File: config.mk
export PLATFORM = sky130hd
export DESIGN_NAME = lsu_flat
export DESIGN_NICKNAME = d
export VERILOG_FILES = /design/src/rtl/lsu_if.sv /design/src/rtl/lsu.sv /design/src/flat_wrapper.sv
export SDC_FILE = /design/constraint.sdc
export NUM_CORES = 1
export LEC_CHECK = 0
export CORE_ASPECT_RATIO = 0.6
export CORE_MARGIN = 3
export CORE_UTILIZATION = 40
export CTS_BUF_LIST = sky130_fd_sc_hd__clkbuf_8
export CTS_CLUSTER_SIZE = 28
export DETAILED_ROUTE_END_ITERATION = 12
export MAX_ROUTING_LAYER = met4
export PLACE_DENSITY = 0.72
export SLEW_MARGIN = 15
export SYNTH_ARGS = -nofsm -noshare
export SYNTH_HDL_FRONTEND = slang
export SYNTH_SLANG_ARGS = --single-unit
File: constraint.sdc
create_clock -name clk -period 1.9 [get_ports clk]
set_clock_uncertainty 0.05 [all_clocks]
set_input_delay 0.285 -clock clk [delete_from_list [all_inputs] [get_ports clk]]
set_output_delay 0.285 -clock clk [all_outputs]
set_load 0.05 [all_outputs]
File: src/rtl/lsu_if.sv
// Execute-stage request/response channel plus data-RAM port of the load/store unit.
// master is the LSU side; slave is the execute stage / RAM side.
interface lsu_if #(
   parameter int ADDR_W = 4
);
   logic              req_valid_i;
   logic              req_ready_o;
   logic              req_we_i;
   logic [1:0]        req_size_i;
   logic              req_unsigned_i;
   logic [31:0]       req_addr_i;
   logic [31:0]       req_wdata_i;
   logic              rsp_valid_o;
   logic              rsp_ready_i;
   logic [31:0]       rsp_rdata_o;
   logic              rsp_err_o;
   logic [ADDR_W-1:0] mem_raddr_o;
   logic [31:0]       mem_rdata_i;
   logic [ADDR_W-1:0] mem_waddr_o;
   logic [31:0]       mem_wdata_o;
   logic              mem_we_o;

   modport master (
      input  req_valid_i, req_we_i, req_size_i, req_unsigned_i, req_addr_i, req_wdata_i,
      input  rsp_ready_i, mem_rdata_i,
      output req_ready_o, rsp_valid_o, rsp_rdata_o, rsp_err_o,
      output mem_raddr_o, mem_waddr_o, mem_wdata_o, mem_we_o
   );

   modport slave (
      output req_valid_i, req_we_i, req_size_i, req_unsigned_i, req_addr_i, req_wdata_i,
      output rsp_ready_i, mem_rdata_i,
      input  req_ready_o, rsp_valid_o, rsp_rdata_o, rsp_err_o,
      input  mem_raddr_o, mem_waddr_o, mem_wdata_o, mem_we_o
   );
endinterface

File: src/rtl/lsu.sv
// Load/store unit: IDLE -> EXEC -> RESP, byte/half/word loads with extension and RMW stores.
// Optional macro LSU_MISALIGN_TRAP_EN: misaligned half/word accesses return err instead of aligning.
module lsu #(
   parameter int ADDR_W = 4
) (
   input  logic   clk,
   input  logic   rst_n,
   lsu_if.master  bus
);
   typedef enum logic [1:0] {IDLE, EXEC, RESP} state_t;

   state_t             state_reg, state_next;
   logic               we_reg;
   logic [1:0]         size_reg;
   logic               uns_reg;
   logic [ADDR_W+1:0]  addr_reg;
   logic [31:0]        wdata_reg;
   logic [31:0]        rdata_reg;
   logic               err_reg;

   logic               req_fire;
   logic               req_bad;
   logic               misalign;
   logic [1:0]         lane;
   logic [31:0]        shifted;
   logic [31:0]        load_data;
   logic [31:0]        lane_wdata;
   logic [3:0]         byte_en;
   logic [31:0]        merged;
   logic               unused_addr_hi;

   assign unused_addr_hi = ^bus.req_addr_i[31:ADDR_W+2];

`ifdef LSU_MISALIGN_TRAP_EN
   assign misalign = (bus.req_size_i == 2'b01 && bus.req_addr_i[0]) ||
                     (bus.req_size_i == 2'b10 && bus.req_addr_i[1:0] != 2'b00);
`else
   assign misalign = 1'b0;
`endif

   assign req_bad  = (bus.req_size_i == 2'b11) || misalign;
   assign req_fire = bus.req_valid_i && bus.req_ready_o;

   // Low address bits are forced to natural alignment for the access size.
   always_comb begin
      lane = 2'b00;
      case (size_reg)
         2'b00:   lane = addr_reg[1:0];
         2'b01:   lane = {addr_reg[1], 1'b0};
         default: lane = 2'b00;
      endcase
   end

   assign shifted = bus.mem_rdata_i >> {lane, 3'b000};

   always_comb begin
      load_data = bus.mem_rdata_i;
      case (size_reg)
         2'b00:   load_data = {{24{~uns_reg & shifted[7]}}, shifted[7:0]};
         2'b01:   load_data = {{16{~uns_reg & shifted[15]}}, shifted[15:0]};
         default: load_data = bus.mem_rdata_i;
      endcase
   end

   always_comb begin
      byte_en    = 4'b1111;
      lane_wdata = wdata_reg;
      case (size_reg)
         2'b00: begin
            byte_en    = 4'b0001 << lane;
            lane_wdata = {4{wdata_reg[7:0]}};
         end
         2'b01: begin
            byte_en    = lane[1] ? 4'b1100 : 4'b0011;
            lane_wdata = {2{wdata_reg[15:0]}};
         end
         default: begin
            byte_en    = 4'b1111;
            lane_wdata = wdata_reg;
         end
      endcase
   end

   generate
      for (genvar gi = 0; gi < 4; gi++) begin : g_merge
         assign merged[8*gi +: 8] = byte_en[gi] ? lane_wdata[8*gi +: 8]
                                                : bus.mem_rdata_i[8*gi +: 8];
      end
   endgenerate

   always_ff @(posedge clk) begin
      if (!rst_n) state_reg <= IDLE;
      else        state_reg <= state_next;
   end

   always_comb begin
      state_next      = state_reg;
      bus.req_ready_o = 1'b0;
      bus.rsp_valid_o = 1'b0;
      bus.mem_raddr_o = '0;
      bus.mem_waddr_o = '0;
      bus.mem_wdata_o = '0;
      bus.mem_we_o    = 1'b0;
      case (state_reg)
         IDLE: begin
            bus.req_ready_o = rst_n;
            if (bus.req_valid_i && rst_n)
               state_next = req_bad ? RESP : EXEC;
         end
         EXEC: begin
            bus.mem_raddr_o = addr_reg[ADDR_W+1:2];
            bus.mem_waddr_o = addr_reg[ADDR_W+1:2];
            // Gating with rst_n keeps a reset landing in EXEC from corrupting the RAM.
            bus.mem_we_o    = we_reg && rst_n;
            bus.mem_wdata_o = we_reg ? merged : 32'h0;
            state_next      = RESP;
         end
         RESP: begin
            bus.rsp_valid_o = 1'b1;
            if (bus.rsp_ready_i) state_next = IDLE;
         end
         default: state_next = IDLE;
      endcase
   end

   always_ff @(posedge clk) begin
      if (!rst_n) begin
         we_reg    <= 1'b0;
         size_reg  <= 2'b00;
         uns_reg   <= 1'b0;
         addr_reg  <= '0;
         wdata_reg <= '0;
         rdata_reg <= '0;
         err_reg   <= 1'b0;
      end else begin
         case (state_reg)
            IDLE: if (req_fire) begin
               we_reg    <= bus.req_we_i;
               size_reg  <= bus.req_size_i;
               uns_reg   <= bus.req_unsigned_i;
               addr_reg  <= bus.req_addr_i[ADDR_W+1:0];
               wdata_reg <= bus.req_wdata_i;
               rdata_reg <= '0;
               err_reg   <= req_bad;
            end
            EXEC: rdata_reg <= we_reg ? 32'h0 : load_data;
            default: ;
         endcase
      end
   end

   assign bus.rsp_rdata_o = rdata_reg;
   assign bus.rsp_err_o   = err_reg;
endmodule

File: src/flat_wrapper.sv
// flat-port wrapper written by rule: the top's interface ports become plain ports
module lsu_flat 
#(
   parameter int ADDR_W = 4
)
  (clk, rst_n, bus_req_valid_i, bus_req_we_i, bus_req_size_i, bus_req_unsigned_i, bus_req_addr_i, bus_req_wdata_i, bus_rsp_ready_i, bus_mem_rdata_i, bus_req_ready_o, bus_rsp_valid_o, bus_rsp_rdata_o, bus_rsp_err_o, bus_mem_raddr_o, bus_mem_waddr_o, bus_mem_wdata_o, bus_mem_we_o);
  lsu_if #(.ADDR_W(ADDR_W)) bus_i ();
  input  logic clk;
  input  logic rst_n;
  input wire logic [$bits(bus_i.req_valid_i)-1:0] bus_req_valid_i;
  input wire logic [$bits(bus_i.req_we_i)-1:0] bus_req_we_i;
  input wire logic [$bits(bus_i.req_size_i)-1:0] bus_req_size_i;
  input wire logic [$bits(bus_i.req_unsigned_i)-1:0] bus_req_unsigned_i;
  input wire logic [$bits(bus_i.req_addr_i)-1:0] bus_req_addr_i;
  input wire logic [$bits(bus_i.req_wdata_i)-1:0] bus_req_wdata_i;
  input wire logic [$bits(bus_i.rsp_ready_i)-1:0] bus_rsp_ready_i;
  input wire logic [$bits(bus_i.mem_rdata_i)-1:0] bus_mem_rdata_i;
  output wire logic [$bits(bus_i.req_ready_o)-1:0] bus_req_ready_o;
  output wire logic [$bits(bus_i.rsp_valid_o)-1:0] bus_rsp_valid_o;
  output wire logic [$bits(bus_i.rsp_rdata_o)-1:0] bus_rsp_rdata_o;
  output wire logic [$bits(bus_i.rsp_err_o)-1:0] bus_rsp_err_o;
  output wire logic [$bits(bus_i.mem_raddr_o)-1:0] bus_mem_raddr_o;
  output wire logic [$bits(bus_i.mem_waddr_o)-1:0] bus_mem_waddr_o;
  output wire logic [$bits(bus_i.mem_wdata_o)-1:0] bus_mem_wdata_o;
  output wire logic [$bits(bus_i.mem_we_o)-1:0] bus_mem_we_o;
  assign bus_i.req_valid_i = bus_req_valid_i;
  assign bus_i.req_we_i = bus_req_we_i;
  assign bus_i.req_size_i = bus_req_size_i;
  assign bus_i.req_unsigned_i = bus_req_unsigned_i;
  assign bus_i.req_addr_i = bus_req_addr_i;
  assign bus_i.req_wdata_i = bus_req_wdata_i;
  assign bus_i.rsp_ready_i = bus_rsp_ready_i;
  assign bus_i.mem_rdata_i = bus_mem_rdata_i;
  assign bus_req_ready_o = bus_i.req_ready_o;
  assign bus_rsp_valid_o = bus_i.rsp_valid_o;
  assign bus_rsp_rdata_o = bus_i.rsp_rdata_o;
  assign bus_rsp_err_o = bus_i.rsp_err_o;
  assign bus_mem_raddr_o = bus_i.mem_raddr_o;
  assign bus_mem_waddr_o = bus_i.mem_waddr_o;
  assign bus_mem_wdata_o = bus_i.mem_wdata_o;
  assign bus_mem_we_o = bus_i.mem_we_o;
  lsu #(.ADDR_W(ADDR_W)) u_core (.clk(clk), .rst_n(rst_n), .bus(bus_i));
endmodule
==> results of run 1 <==
==> synth_stat cells, drive strengths merged (2+ instances only) <==
| master | instances | share of area |
|---|---|---|
| a211oi | 9 | 0.015 |
| a311oi | 11 | 0.021 |
| clkbuf | 30 | 0.024 |
| nor3b | 2 | 0.0068 |
| mux2 | 3 | 0.0073 |
| and3 | 4 | 0.0054 |
| o21a | 2 | 0.0033 |
| a221oi | 2 | 0.0038 |
| a32oi | 4 | 0.0076 |
| buf | 33 | 0.041 |
| nor2b | 6 | 0.0087 |
| mux2i | 27 | 0.059 |
| a22oi | 20 | 0.033 |
| o211ai | 9 | 0.015 |
| nand2 | 149 | 0.12 |
| nand2b | 18 | 0.024 |
| o21ai | 33 | 0.036 |
| a211o | 4 | 0.0076 |
| inv | 2 | 0.0016 |
| and2 | 6 | 0.0081 |
| nand3 | 12 | 0.013 |
| o221ai | 16 | 0.030 |
| a21oi | 20 | 0.022 |
| dfxtp | 77 | 0.33 |
| a21boi | 47 | 0.076 |
| a31oi | 21 | 0.028 |
| nor2 | 43 | 0.036 |
==> per-layer routing <==
layer	global-route usage	part of all wire	vias to the layer above
met5	-	0	-
met4	0.0559	0.018	0
met3	0.0663	0.089	47
met2	0.469	0.43	320
met1	0.455	0.46	2728
li1	-	-	2603
==> cell type report <==
type	instances	area, um^2	share of cell area
inverters	2	11.3	0.00131
clock buffers	9	124	0.0144
multi-input cells	475	3690	0.429
flip-flops and latches	77	1560	0.181
repair buffers	253	2980	0.346
well taps	139	174	0.0202
clock inverters	7	76.3	0.00886
==> worst max path at each step <==
stage / startpoint / endpoint / depth (start not counted)
4_1_cts: u_core.size_reg[1] / bus_mem_wdata_o[12] / 5
6_report: u_core.size_reg[1] / bus_mem_wdata_o[28] / 6
3_3_place_gp: u_core.size_reg[1] / bus_mem_wdata_o[9] / 6
3_5_place_dp: u_core.size_reg[1] / bus_mem_wdata_o[11] / 6
5_1_grt: u_core.size_reg[1] / bus_mem_wdata_o[28] / 7
2_1_floorplan: u_core.state_reg[0] / bus_mem_wdata_o[22] / 4
==> cell usage in the layout, fill, tap and decap left out, types with 5 or more instances in the layout <==
cell type,synthesis,layout
a22oi_1,20,20
nand2_4,0,7
a211oi_4,0,8
o21ai_1,11,14
nand2_2,0,19
o21ai_0,22,17
mux2i_1,26,21
a31oi_4,0,10
buf_12,0,55
nand2_1,149,122
o221ai_1,16,16
nor2_1,42,36
clkbuf_8,0,9
nand2b_1,18,17
nand3_1,12,11
buf_6,2,27
o211ai_1,9,9
a31oi_1,21,6
dfxtp_1,77,71
buf_4,5,82
clkdlybuf4s50_1,0,77
a21boi_0,43,43
a21oi_4,0,16
a311oi_4,0,8
a31oi_2,0,5
nor2_2,1,5
==> power by group through the flow <==
stage	clock (mW)	combinational (mW)	sequential (mW)
final	1.30	1.56	1.76
after global routing	1.37	1.65	1.77
after CTS	1.32	1.37	1.76
after detailed placement	0	1.25	1.79
after global placement	0	1.22	1.79
after floorplan	0	0.617	1.86
==> worst max-delay path: stages, from the launching register on <==
cell and delay (ps):
dfxtp_4 440, clkinvlp_4 140, buf_12 160, buf_12 130, o211ai_1 300, a21oi_4 130, buf_12 170
==> cells by family (layout without fill, tap and decap cells) <==
family / after synthesis / after routing / synth area share
AOI/OAI and AO/OA: 201 / 201 / 0.303
buffers and inverters: 65 / 271 / 0.0667
and+or+nand+nor: 244 / 244 / 0.229
DFF: 77 / 77 / 0.334
muxes: 30 / 30 / 0.0667
==> what timing repair did <==
item / 4_1_cts / 5_1_grt
resized for setup: 84 / 71
endpoints found under the hold margin: 0 / 0
pin swaps: 36 / 32
cloned: 1 / 2
setup buffers: 23 / 4
setup endpoints to repair: 34 / 64
hold buffers: 0 / 0
==> summary.md, run 1 <==
| Metric | Value |
|---|---|
| Worst R2R Start | u_core.size_reg[1] |
| Clock-pin slew on the worst setup and hold paths | 90 ps |
| Routed WL | 20100 um |
| Routability cong. | 0.956 |
| Finished Layout Cells | 962 |
| Synth Instances | 617 |
| Data required, critical path | 1560 ps |
| Worst Hold Class | in -> reg |
| Boundary pin count | 180 |
| H-Tree Depth | 3 |
| Max Cap Violations | 0 |
| Final Cell Area | 8610 um^2 |
| Power Total | 4.63 mW |
| CTS tree | built |
| Sequential fraction of the synthesis area | 0.334 |
| Area growth from synthesis to layout | 86.6% |
| Power Dens Cells | 538 nW/um^2 |
| Drt drc | 0 |
| Largest net degree at the start of global routing | 42 |
| Power Internal | 3.01 mW |
| Drt first-iter violations | 730 |
| Setup crit end kind | primary output |
| Startpoint Class | register |
| Placed Instance Area | 7440 um^2 |
| Hold Fails Final Rpt | 0 |
| EDFF count, synth | 0 |
| Reg power frac | 0.381 |
| Hold Path Origin | rst_n |
| GRT Residual Overflow | 0 |
| Number of detailed-routing iterations run before antenna repair | 6 |
| Die Ht | 89.2 um |
| Initial Utilization | 0.424 |
| Row cnt | 29 |
| Status | finished, violations left |
| Die W | 145 um |
| Port buffer count | 153 |
| RSZ-0062 raised after global routing | true |
| Worst setup path class | reg -> out |
| Max_slew headroom | 0.641 |
| Hold path endpoint | u_core.bus.rsp_rdata_o[3] |
| P_leak | 3.12 nW |
| Total negative slack | -8320 ps |
| Min Tclk post-route | 2170 ps |
| Drt wl/cell | 20.9 um |
| #FFs+latches synth | 77 |
| FFs w/ async S/R, synth | 0 |
| Clk pwr share | 0.281 |
| CP Max Fanout | 6 |
| TritonCTS buffer count | 9 |
| Reg2Reg Depth | 8 |
| Clock Tree Buf Depth | 2 |
| Synth Warn # | 0 |
| Final slew viol count | 0 |
| Dpl cells | 916 |
| Hold_ws | 360 ps |
| Flop-to-flop setup slack | -150 ps |
| Max Clk Rate | 461 MHz |
| Distinct cells, synth | 43 |
| Global-route wire length before repair | 30600 um |
| Final setup fails | 56 |
| Core Box Area | 10900 um^2 |
| Sw Pwr | 1.61 mW |
| Vias in the first global route | 5433 |
| CTS Sinks | 77 |
| Fin crit share | 1.14 |
| Die Area | 12900 um^2 |
| Synth Cell Area | 4610 um^2 |
| # nets final | 922 |
| Tightest Pin Transition | 538 ps |
| Post-Syn Area per Cell | 7.48 um^2 |
| DR vias/cell | 5.92 |
| Total GRT Usage | 0.318 |
| FF-to-FF End | u_core.bus.rsp_rdata_o[2] |
| Via count | 5698 |
| Hold depth | 3 |
| Max VDD drop | 0.348 mV |
| Root Buffer | clkbuf_8 |
| Share of layout cells above drive strength 1 | 0.379 |
| Antenna diode count | 0 |
| Synth Flop Type | dfxtp_1 |
| Clk_lat worst skew | 360 ps |
| Synthesized Nets | 721 |
| Switching part of the total | 0.349 |
| Final worst slack | -267 ps |
| Pre-CTS WS | -67.5 ps |
| Fin util | 0.791 |
| # fillers | 708 |
| Initial antenna violation count | 0 |
| Antenna-violating nets left | 0 |
| DP Wirelength | 14600 um |
| Violated checks | negative setup slack |
| CP arrival | 1830 ps |
| Comb pwr share | 0.338 |
Note: power is estimated with default switching activity, not from simulation.
==> run 2, diff against run 1 <==
--- a/config.mk
+++ b/config.mk
@@ -9,6 +9,7 @@
 export CORE_MARGIN = 3
 export CORE_UTILIZATION = 40
 export CTS_BUF_LIST = sky130_fd_sc_hd__clkbuf_8
+export CTS_CLUSTER_DIAMETER = 150
 export CTS_CLUSTER_SIZE = 28
 export DETAILED_ROUTE_END_ITERATION = 12
 export MAX_ROUTING_LAYER = met4
==> results of run 2 <==
No change in the layout: final DEF, timing and power equal those of run 1.
